==> config.mk <==
export PLATFORM = sky130hd
export DESIGN_NAME = delta_enc_flat
export DESIGN_NICKNAME = d
export VERILOG_FILES = /design/src/rtl/delta_enc_if.sv /design/src/rtl/delta_enc.sv /design/src/flat_wrapper.sv
export SDC_FILE = /design/constraint.sdc
export NUM_CORES = 1
export LEC_CHECK = 0
export BUFFER_PORTS_ARGS = -buffer_cell sky130_fd_sc_hd__buf_2
export CAP_MARGIN = 20
export CORE_MARGIN = 5
export CORE_UTILIZATION = 30
export CTS_CLUSTER_DIAMETER = 40
export DETAILED_ROUTE_END_ITERATION = 8
export PLACE_DENSITY_LB_ADDON = 0.3
export SLEW_MARGIN = 20
export SYNTH_ARGS = -nofsm -noshare
export SYNTH_HDL_FRONTEND = slang
export SYNTH_SLANG_ARGS = --single-unit
export TNS_END_PERCENT = 10
==> constraint.sdc <==
create_clock -name clk -period 2.15 [get_ports clk]
set_input_delay 0.1075 -clock clk [delete_from_list [all_inputs] [get_ports clk]]
set_output_delay 0.1075 -clock clk [all_outputs]
set_load 0.02 [all_outputs]
==> src/rtl/delta_enc_if.sv <==
// Valid/ready bus for the first-difference encoder: sample input, difference output, sample counter.
interface delta_enc_if #(
    parameter int LEN   = 8,
    parameter int CNT_W = 16
);
    logic [LEN-1:0]   in_data;
    logic             in_valid;
    logic             in_ready;
    logic             clr;
    logic [LEN-1:0]   out_data;
    logic             out_valid;
    logic             out_ready;
    logic [CNT_W-1:0] sample_cnt;

    modport master (
        output in_data, in_valid, clr, out_ready,
        input  in_ready, out_data, out_valid, sample_cnt
    );

    modport slave (
        input  in_data, in_valid, clr, out_ready,
        output in_ready, out_data, out_valid, sample_cnt
    );
endinterface

==> src/rtl/delta_enc.sv <==
// Streaming first-difference encoder d[n] = x[n] - x[n-1] mod 2^LEN,
// with a head/skid output buffer so in_ready never depends on out_ready.
module delta_enc #(
    parameter int LEN   = 8,
    parameter int CNT_W = 16
) (
    input  logic        clk,
    input  logic        rst,
    delta_enc_if.slave  bus
);
    logic [LEN-1:0]   prev_q, prev_d;
    logic [LEN-1:0]   head_q, head_d;
    logic [LEN-1:0]   skid_q, skid_d;
    logic             head_valid_q, head_valid_d;
    logic             skid_valid_q, skid_valid_d;
    logic [CNT_W-1:0] cnt_q, cnt_d;

    logic             accept;
    logic             pop;
    logic [LEN-1:0]   pred;
    logic [LEN-1:0]   diff;

    assign bus.in_ready   = !skid_valid_q;
    assign bus.out_valid  = head_valid_q;
    assign bus.out_data   = head_q;
    assign bus.sample_cnt = cnt_q;

    // A clear on the accepting edge makes that sample difference against zero.
    always_comb begin
        accept = bus.in_valid && !skid_valid_q;
        pop    = head_valid_q && bus.out_ready;
        pred   = bus.clr ? '0 : prev_q;
        diff   = bus.in_data - pred;
    end

    always_comb begin
        prev_d = prev_q;
        cnt_d  = cnt_q;
        if (accept) begin
            prev_d = bus.in_data;
            cnt_d  = bus.clr ? {{(CNT_W-1){1'b0}}, 1'b1} : cnt_q + {{(CNT_W-1){1'b0}}, 1'b1};
        end else if (bus.clr) begin
            prev_d = '0;
            cnt_d  = '0;
        end
    end

    // Two-entry FIFO: the skid only ever holds the younger entry, so it drains into head first.
    always_comb begin
        head_d       = head_q;
        skid_d       = skid_q;
        head_valid_d = head_valid_q;
        skid_valid_d = skid_valid_q;
        if (pop) begin
            if (skid_valid_q) begin
                head_d       = skid_q;
                skid_valid_d = 1'b0;
            end else begin
                head_valid_d = 1'b0;
            end
        end
        if (accept) begin
            if (!head_valid_q || pop) begin
                if (skid_valid_q) begin
                    skid_d       = diff;
                    skid_valid_d = 1'b1;
                end else begin
                    head_d       = diff;
                    head_valid_d = 1'b1;
                end
            end else begin
                skid_d       = diff;
                skid_valid_d = 1'b1;
            end
        end
    end

    always_ff @(posedge clk or posedge rst) begin
        if (rst) begin
            prev_q       <= '0;
            head_q       <= '0;
            skid_q       <= '0;
            head_valid_q <= 1'b0;
            skid_valid_q <= 1'b0;
            cnt_q        <= '0;
        end else begin
            prev_q       <= prev_d;
            head_q       <= head_d;
            skid_q       <= skid_d;
            head_valid_q <= head_valid_d;
            skid_valid_q <= skid_valid_d;
            cnt_q        <= cnt_d;
        end
    end
endmodule
==> src/flat_wrapper.sv <==
// flat-port wrapper written by rule: the top's interface ports become plain ports
module delta_enc_flat 
#(
    parameter int LEN   = 8,
    parameter int CNT_W = 16
)
  (clk, rst, bus_in_data, bus_in_valid, bus_clr, bus_out_ready, bus_in_ready, bus_out_data, bus_out_valid, bus_sample_cnt);
  delta_enc_if #(.LEN(LEN), .CNT_W(CNT_W)) bus_i ();
  input  logic clk;
  input  logic rst;
  input wire logic [$bits(bus_i.in_data)-1:0] bus_in_data;
  input wire logic [$bits(bus_i.in_valid)-1:0] bus_in_valid;
  input wire logic [$bits(bus_i.clr)-1:0] bus_clr;
  input wire logic [$bits(bus_i.out_ready)-1:0] bus_out_ready;
  output wire logic [$bits(bus_i.in_ready)-1:0] bus_in_ready;
  output wire logic [$bits(bus_i.out_data)-1:0] bus_out_data;
  output wire logic [$bits(bus_i.out_valid)-1:0] bus_out_valid;
  output wire logic [$bits(bus_i.sample_cnt)-1:0] bus_sample_cnt;
  assign bus_i.in_data = bus_in_data;
  assign bus_i.in_valid = bus_in_valid;
  assign bus_i.clr = bus_clr;
  assign bus_i.out_ready = bus_out_ready;
  assign bus_in_ready = bus_i.in_ready;
  assign bus_out_data = bus_i.out_data;
  assign bus_out_valid = bus_i.out_valid;
  assign bus_sample_cnt = bus_i.sample_cnt;
  delta_enc #(.LEN(LEN), .CNT_W(CNT_W)) u_core (.clk(clk), .rst(rst), .bus(bus_i));
endmodule
Word-level counts from Yosys, hierarchy flattened
Cells that the tools add are included.
{"block": "totals", "word_cells": 37, "regBits": 42, "input_bits": 13, "out_inout_bits": 26}
{"block": "op_classes", "n_addsub": 2, "mux": 21, "n_reduce_logical": 7, "n_eq_ne": 1}
{"operator": "8-bit two-way mux", "count": 9}
{"operator": "16-bit two-way mux", "count": 3}
{"operator": "16-bit by 1-bit adder with 16-bit output, second input constant", "count": 1}
{"operator": "1-bit two-way mux", "count": 9}
{"operator": "8-bit subtractor", "count": 1}
{"operator": "1-bit logical AND", "count": 2}
{"operator": "1-bit logical NOT", "count": 2}
{"operator": "2-bit by 1-bit != test with 1-bit output, second input constant", "count": 1}
{"operator": "2-bit AND reduction", "count": 1}
{"operator": "2-bit nonzero test", "count": 1}
{"operator": "1-bit logical OR", "count": 1}

Longest topological paths before layout
Gate-level depths: netlist of the first run.
{"block": "depth", "word_depth": 5, "mapped_depth": 9, "ltp_nobuf": 9}

Worst setup path before layout of the first run
No wires, ideal clock.
{"block": "synth_timing", "path_type": "register to register", "start": "reg u_core.prev_q[0]", "end": "reg u_core.skid_q[6]", "required_time_ns": 2.020, "slack_ns": 0.303, "arrival_time_ns": 1.717, "n_path_buf": 0, "setup_ns": 0.130, "synth_period_minus_slack_ns": 1.847, "path_stages_with_launch": 10, "path_cell_list": "dfrtp_1 -> nor2b_1 -> ha_1 -> inv_1 -> fa_1 -> a21oi_1 -> o211ai_1 -> a21oi_1 -> xor2_1 -> o21ai_0"}
{"block": "synth_via", "elab_chain_cells": 4}
{"element": "start, declared", "line": "delta_enc.sv:11", "rtl": "logic [LEN-1:0] prev_q, prev_d;"}
{"element": "start signal, assigned", "line": "delta_enc.sv:87", "rtl": "prev_q <= prev_d;"}
{"element": "8-bit two-way mux (*)"}
{"element": "8-bit subtractor (*)", "line": "delta_enc.sv:33", "rtl": "diff = bus.in_data - pred;"}
{"element": "8-bit two-way mux", "line": "delta_enc.sv:64", "rtl": "if (skid_valid_q) begin"}
{"element": "8-bit two-way mux (*)", "line": "delta_enc.sv:63", "rtl": "if (!head_valid_q || pop) begin"}
{"element": "end signal, assigned", "line": "delta_enc.sv:89", "rtl": "skid_q <= skid_d;"}
{"element": "end, declared", "line": "delta_enc.sv:13", "rtl": "logic [LEN-1:0] skid_q, skid_d;"}
Mark *: on every way between the ends. The rest lies on a longest branch, timed or not. The select of a mux whose other input is x is not followed.
A chain may end at the register's enable or synchronous reset.

Final worst setup path of the first run
Same ends and word-level chain as after synthesis.

==> results of run 1 <==
[power by group]
group	switching [uW]	internal, uW	total, uW
Sequential	119	1000	1120
Clock	299	232	531
Combinational	540	370	910
[cells in the final DEF, fill, tap and decap left out]
| cell | netlist | layout |
|---|---|---|
| o21a_1 | 2 | 2 |
| nand2_1 | 35 | 35 |
| nor4_4 | 1 | 1 |
| nor2b_2 | 0 | 1 |
| dfrtp_1 | 42 | 42 |
| nor3_2 | 1 | 1 |
| mux2i_1 | 2 | 2 |
| a21oi_2 | 0 | 1 |
| o31ai_1 | 2 | 2 |
| nand2b_1 | 9 | 9 |
| mux2_2 | 8 | 8 |
| buf_4 | 0 | 4 |
| buf_2 | 1 | 38 |
| xor2_1 | 15 | 15 |
| and3_1 | 1 | 1 |
| o211ai_1 | 1 | 1 |
| nand4b_1 | 1 | 1 |
| clkbuf_8 | 0 | 5 |
| inv_6 | 0 | 1 |
| ha_1 | 8 | 8 |
| xnor2_1 | 6 | 6 |
| dlygate4sd3_1 | 0 | 1 |
| a21oi_1 | 10 | 9 |
| and4_1 | 1 | 1 |
| nor2b_1 | 5 | 4 |
| nor3_1 | 2 | 2 |
| fa_1 | 1 | 1 |
| nand4_1 | 3 | 3 |
| o21ai_0 | 21 | 21 |
| nor2_1 | 22 | 22 |
| clkinvlp_4 | 0 | 2 |
| nand3_1 | 8 | 8 |
| inv_1 | 7 | 7 |
[stage by stage]
stage                     cell area (um2)  instances  utilization  worst slack, ns  total power [uW]
after CTS                            2550        361        0.372           0.0926              2610
after floorplan                      2140        221            -            0.303              1790
after global placement               2450        352        0.357            0.196              2040
after global routing                 2560        361        0.372          0.00439              2790
after detailed placement             2450        352        0.357            0.124              2060
final                                2560        361        0.372            0.183              2560
[path summary, 6_finish.rpt]
| check | to |
|---|---|
| max reg2reg | u_core.skid_q[6] |
| max in group asynchronous | u_core.prev_q[3] |
| min reg2reg | u_core.skid_q[5] |
| min | u_core.skid_valid_q |
| min in group asynchronous | u_core.bus.out_data[0] |
| max | u_core.skid_q[6] |
[flip-flops by register name, summed over array words and instances (netlist names), named ones only]
register,cells
u_core.bus.out_data,8
u_core.bus.sample_cnt,16
u_core.prev_q,8
u_core.skid_q,8
u_core.skid_valid_q,1
[layout make-up]
class,count,area (um2),share of cell area
clock buffer,5,68.8,0.0269
clock inverter,3,23.8,0.00929
inverter,7,26.3,0.0103
multi-input combinational,165,1040,0.406
sequential,42,1050,0.411
tap,96,120,0.0469
timing repair buffer,43,230,0.0900
[metal layers]
layer | up-vias | track usage | routed length (um)
li1 | 826 | - | -
met1 | 743 | 0.159 | 2380
met3 | 6 | 0.0255 | 192
met2 | 31 | 0.157 | 1890
met4 | 0 | 0.0361 | 62
met5 | - | 0 | 0
[cells by family (layout without fill, tap and decap cells)]
| kind of cell | count (synthesis) | in the layout |
|---|---|---|
| simple gates | 89 | 89 |
| flops | 42 | 42 |
| compound gates | 36 | 36 |
| xor+xnor | 21 | 21 |
| buf+inv | 14 | 58 |
| mux | 10 | 10 |
| fa+ha+maj | 9 | 9 |
[timing repair]
item,CTS,global route
endpoints found under the setup margin,0,2
hold buffers,1,0
buffers inserted,0,0
resized for setup,0,2
hold endpoints to repair,42,0
==> impl_metrics.toml, run 1 <==
[global_routing]
grt_max_degree = 43
grt_pass1_wl_um = 7660
grt_overflow = 0
grt_antenna_before_repair = 0
grt_pass1_vias = 1572
grt_usage = 0.108

[logic_synthesis]
synth_mux_area_frac = 0.0513
ys_types = 28
synth_top_family_by_area = "simple AND/OR/NAND/NOR gates"
post-synth-top-count-cell = "dfrtp_1"
synthTopCellsByCount = "dfrtp_1 (42), nand2_1 (35), nor2_1 (22)"
syn_nets = 243
yosys.area_share.xor_xnor = 0.0858
async_reset_ff_frac = 1.00
synth_top_cell_area_share = 0.490
syn_area_per_cell_um2 = 9.70
yosys_warnings = 0
ys_ff_latch = 42
synthTopCellsByArea = "dfrtp_1 (49%), nand2_1 (6.1%), xor2_1 (6.1%), o21ai_0 (4.9%), ha_1 (4.7%)"
synth_area_um2 = 2140
syn_inst = 221
synth-edff-count = 0
ys_seq_area_frac = 0.490
synth_flop_cell = "dfrtp_1"
synth-compound-area-share = 0.0898
synth_fa_ha_area_frac = 0.0560
synth.largest_area_cell = "dfrtp_1"
yosys.area_share.simple = 0.198

[power_and_ir_drop]
ir_worst_vdd_mv = 0.389
power_density_nw_per_um2 = 1000
leakagePower_uw = 0.00121

[min_path]
holdCritPathClass = "input pin to flop"
hp-start = "bus_out_ready"
whs_path_depth = 2

[clocking]
cts-root-buf = "clkbuf_8"
cts.path.max_buffers = 2
cts_buffers = 5
htreeDepth = 2
cts_tree = "built"
clk_latency_ns = 0.30
cts.clk_slew.worst_paths_ns = 0.09
cts_sinks = 42

[worst_setup_path]
cpLargestDelayFamily = "adder cells"
cp_data_required_time_ns = 2.31
worst-path-stages = 9
end_kind = "flop"
r2r_cells = 9
path_cells = "nor2b_2 > ha_1 > inv_1 > fa_1 > a21oi_2 > o211ai_1 > a21oi_1 > xor2_1 > o21ai_0"
cp_max_fo = 2
r2r_setup_slack_ns = 0.18
setup.worst_path.start_class = "flop"
worst-path-buf-inv = 1
crit_path_start = "u_core.prev_q[0]"
cp_slowest_cell = "fa_1"
arrival_ns = 2.12
r2r-start = "u_core.prev_q[0]"
cp_slowest_stage_delay_ns = 0.41
crit_type = "flop to flop"

[status]
run_status = "complete, no violations"

[floorplan]
io-pin-count = 39
die_w_um = 94.6
core-area_um2 = 6870
dieArea_um2 = 8940
row_count = 30
die_y_um = 94.6
start_util = 0.312

[placed_design]
gp_congestion = 0.751
portBuffers = 38
dp_hpwl_um = 3320

[sta]
finClkSkew_ns = 0.00822
timing.final.max_slew_violations = 0
hold_slack_ns = 0.00973
max_freq_mhz = 508
rsz0062_at_grt = "false"
maxSlewHeadroom = 0.637
tightest_slew_ns = 0.545
min_period_ns = 1.97
tns_ns = 0
finalSetupViolCount = 0
fin_crit_sh = 0.915
final-hold-violation-count = 0

[job]
cap_violations = 0

[drt]
vias = 1606
drt_first_pass_iters = 4
route.antenna.remaining_nets = 0
drt_iter0_markers = 64
drt-total-wl_um = 4520
avgRoutedWirePerCell_um = 12.5
vias_per_cell = 4.45
route.detailed.drc = 0

[final_layout]
fin_nets = 286
insertedDiodeCount = 0
fillers = 717
drive_above_1_share = 0.234
area_delta_synth_final_pct = 19.3
No activity file was read; power rests on OpenSTA's default activity.
==> run 2, diff against run 1 <==
--- a/config.mk
+++ b/config.mk
@@ -5,12 +5,14 @@
 export SDC_FILE = /design/constraint.sdc
 export NUM_CORES = 1
 export LEC_CHECK = 0
+export ABC_AREA = 1
 export BUFFER_PORTS_ARGS = -buffer_cell sky130_fd_sc_hd__buf_2
 export CAP_MARGIN = 20
 export CORE_MARGIN = 5
-export CORE_UTILIZATION = 30
+export CORE_UTILIZATION = 56
 export CTS_CLUSTER_DIAMETER = 40
 export DETAILED_ROUTE_END_ITERATION = 8
+export GPL_TIMING_DRIVEN = 0
 export PLACE_DENSITY_LB_ADDON = 0.3
 export SLEW_MARGIN = 20
 export SYNTH_ARGS = -nofsm -noshare
==> impl_metrics.toml, run 2 <==
[global_routing]
grt_usage = 0.205
grt_pass1_wl_um = 8890
grt_antenna_before_repair = 0
grt_max_degree = 31
grt_overflow = 0
grt_pass1_vias = 1959

[sta]
max_freq_mhz = 555
tns_ns = 0
rsz0062_at_grt = "false"
finalSetupViolCount = 0
final-hold-violation-count = 0
min_period_ns = 1.80
timing.final.max_slew_violations = 0
fin_crit_sh = 0.839
tightest_slew_ns = 0.327
maxSlewHeadroom = 0.781
fin_ws_ns = 0.347
finClkSkew_ns = 0.00798

[floorplan]
row_count = 23
die_w_um = 74.8
dieArea_um2 = 5600
core-area_um2 = 4030
start_util = 0.584
io-pin-count = 39
die_y_um = 74.8

[drt]
route.antenna.remaining_nets = 0
drt-total-wl_um = 5050
route.detailed.drc = 0
vias = 2082
avgRoutedWirePerCell_um = 12.5
vias_per_cell = 5.14
drt_iter0_markers = 146
drt_first_pass_iters = 4

[worst_setup_path]
crit_path_end = "u_core.bus.out_data[4]"
worst-path-stages = 10
cp_slowest_cell = "fa_1"
r2r_setup_slack_ns = 0.35
reg2reg_to = "u_core.bus.out_data[4]"
crit_type = "flop to flop"
setup.worst_path.start_class = "flop"
r2r-start = "u_core.prev_q[0]"
path_cells = "inv_1 > nor2_1 > ha_1 > inv_1 > fa_1 > nand3_1 > nand2_1 > or2_2 > nand3_1 > nand2_1"
cp_max_fo = 3
r2r_cells = 10
arrival_ns = 1.99
end_kind = "flop"
cp_slowest_stage_delay_ns = 0.39
crit_path_start = "u_core.prev_q[0]"
worst-path-buf-inv = 2
cp_data_required_time_ns = 2.34
cpLargestDelayFamily = "simple AND/OR/NAND/NOR gates"

[final_layout]
area_delta_synth_final_pct = 16.7
fin_nets = 376
insertedDiodeCount = 0
seq_area_um2 = 1050
fillers = 347
multiInputGateArea_um2 = 1080
final-instance-count-excl-fill = 405
layout_common_cells = "nand2_1 (92), inv_1 (44), dfrtp_1 (42)"
drive_above_1_share = 0.200
largest_reg_flops = 16
layout_commonest_cell = "nand2_1"

[clocking]
cts.path.max_buffers = 2
htreeDepth = 2
clk_latency_ns = 0.30
cts_buffers = 5
cts.clk_slew.worst_paths_ns = 0.08
cts-root-buf = "clkbuf_8"
post_cts_buffers = 0
cts_tree = "built"
cts_sinks = 42

[logic_synthesis]
synth_area_um2 = 2350
ys_types = 30
synthTopCellsByArea = "dfrtp_1 (45%), nand2_1 (15%), inv_1 (7.2%), nand3_1 (4.5%), ha_1 (4.3%)"
synth_flop_cell = "dfrtp_1"
syn_area_per_cell_um2 = 7.67
async_reset_ff_frac = 1.00
ys_seq_area_frac = 0.446
ys_ff_latch = 42
synth-edff-count = 0
synth_top_cell_area_share = 0.446
post-synth-top-count-cell = "nand2_1"
syn_inst = 307
synth.largest_area_cell = "dfrtp_1"
yosys_warnings = 0
synthTopCellsByCount = "nand2_1 (92), inv_1 (45), dfrtp_1 (42)"
syn_nets = 329

[min_path]
holdCritPathClass = "input pin to flop"

[job]
cap_violations = 0

[placed_design]
portBuffers = 38
gp_congestion = 0.807
placedCellCount = 396
dpl_worst_slack_ns = 0.309
dp_hpwl_um = 3780

[status]
run_status = "complete, no violations"

[power_and_ir_drop]
ir_worst_vdd_mv = 0.359
power_density_nw_per_um2 = 554
leakagePower_uw = 0.00151
-- run 2: how the worst min path moves through the flow --
stage              startpoint                        to  slack [ns]  depth (start not counted)
2_1_floorplan         bus_clr  u_core.bus.sample_cnt[1]        0.17                          1
3_3_place_gp   bus_in_data[6]          u_core.prev_q[6]        0.33                          3
3_5_place_dp              rst    u_core.bus.out_data[7]        0.08                          2
4_1_cts        bus_in_data[6]          u_core.prev_q[6]        0.03                          3
5_1_grt        bus_in_data[6]          u_core.prev_q[6]        0.04                          3
6_report       bus_in_data[6]          u_core.prev_q[6]        0.04                          3
-- run 2: cells by family after synthesis --
kind of cell,Yosys count,synth area share
buffers and inverters,54,0.0956
DFF,42,0.446
AOI/OAI and AO/OA,42,0.0972
xor gates and xnor gates,2,0.00744
adders and majority gates,9,0.0510
and+or+nand+nor,158,0.302
-- run 2: power breakdown --
part              switching (uW)  leakage, uW  total, uW  internal [uW]
clock                        285    0.0000514        632            347
sequential     0.000000000000328     0.000550        789            789
combinational               64.9     0.000912        102           37.2
total                        350      0.00151       1520           1170
-- run 2: layout make-up --
cell class | count | share of cell area
clock inverter | 2 | 0.0137
buffer | 6 | 0.0164
sequential | 42 | 0.383
multi-input combinational | 211 | 0.393
tap | 50 | 0.0228
clock buffer | 6 | 0.0264
timing repair buffer | 40 | 0.0801
inverter | 48 | 0.0656
-- run 2: metrics by stage --
| stage | cell area (um2) | total power [uW] | utilization | hold slack [ns] |
|---|---|---|---|---|
| after global placement | 2610 | 898 | 0.647 | 0.332 |
| final | 2750 | 1520 | 0.682 | 0.0427 |
| after global routing | 2750 | 1580 | 0.682 | 0.0416 |
| after floorplan | 2350 | 867 | - | 0.171 |
| after detailed placement | 2630 | 905 | 0.652 | 0.0830 |
| after CTS | 2750 | 1530 | 0.682 | 0.0341 |
-- run 2: timing repair --
item | 4_1_cts | 5_1_grt
hold endpoints to repair | 12 | 0
hold buffers | 1 | 0
gates resized for setup | 0 | 0
-- run 2: worst register-to-register path: cells and delay by family (launching register included) --
kind / cells / cell delay (ns)
buf+inv: 2 / 0.09
fa+ha+maj: 2 / 0.55
simple gates: 6 / 0.74
flops: 1 / 0.33
-- run 2: metal layers --
layer	GRT usage	vias to the layer above	routed length [um]
met4	0.0692	0	76
met2	0.319	45	2310
met5	0	-	0
met3	0.0347	7	263
li1	-	1065	-
met1	0.292	965	2390
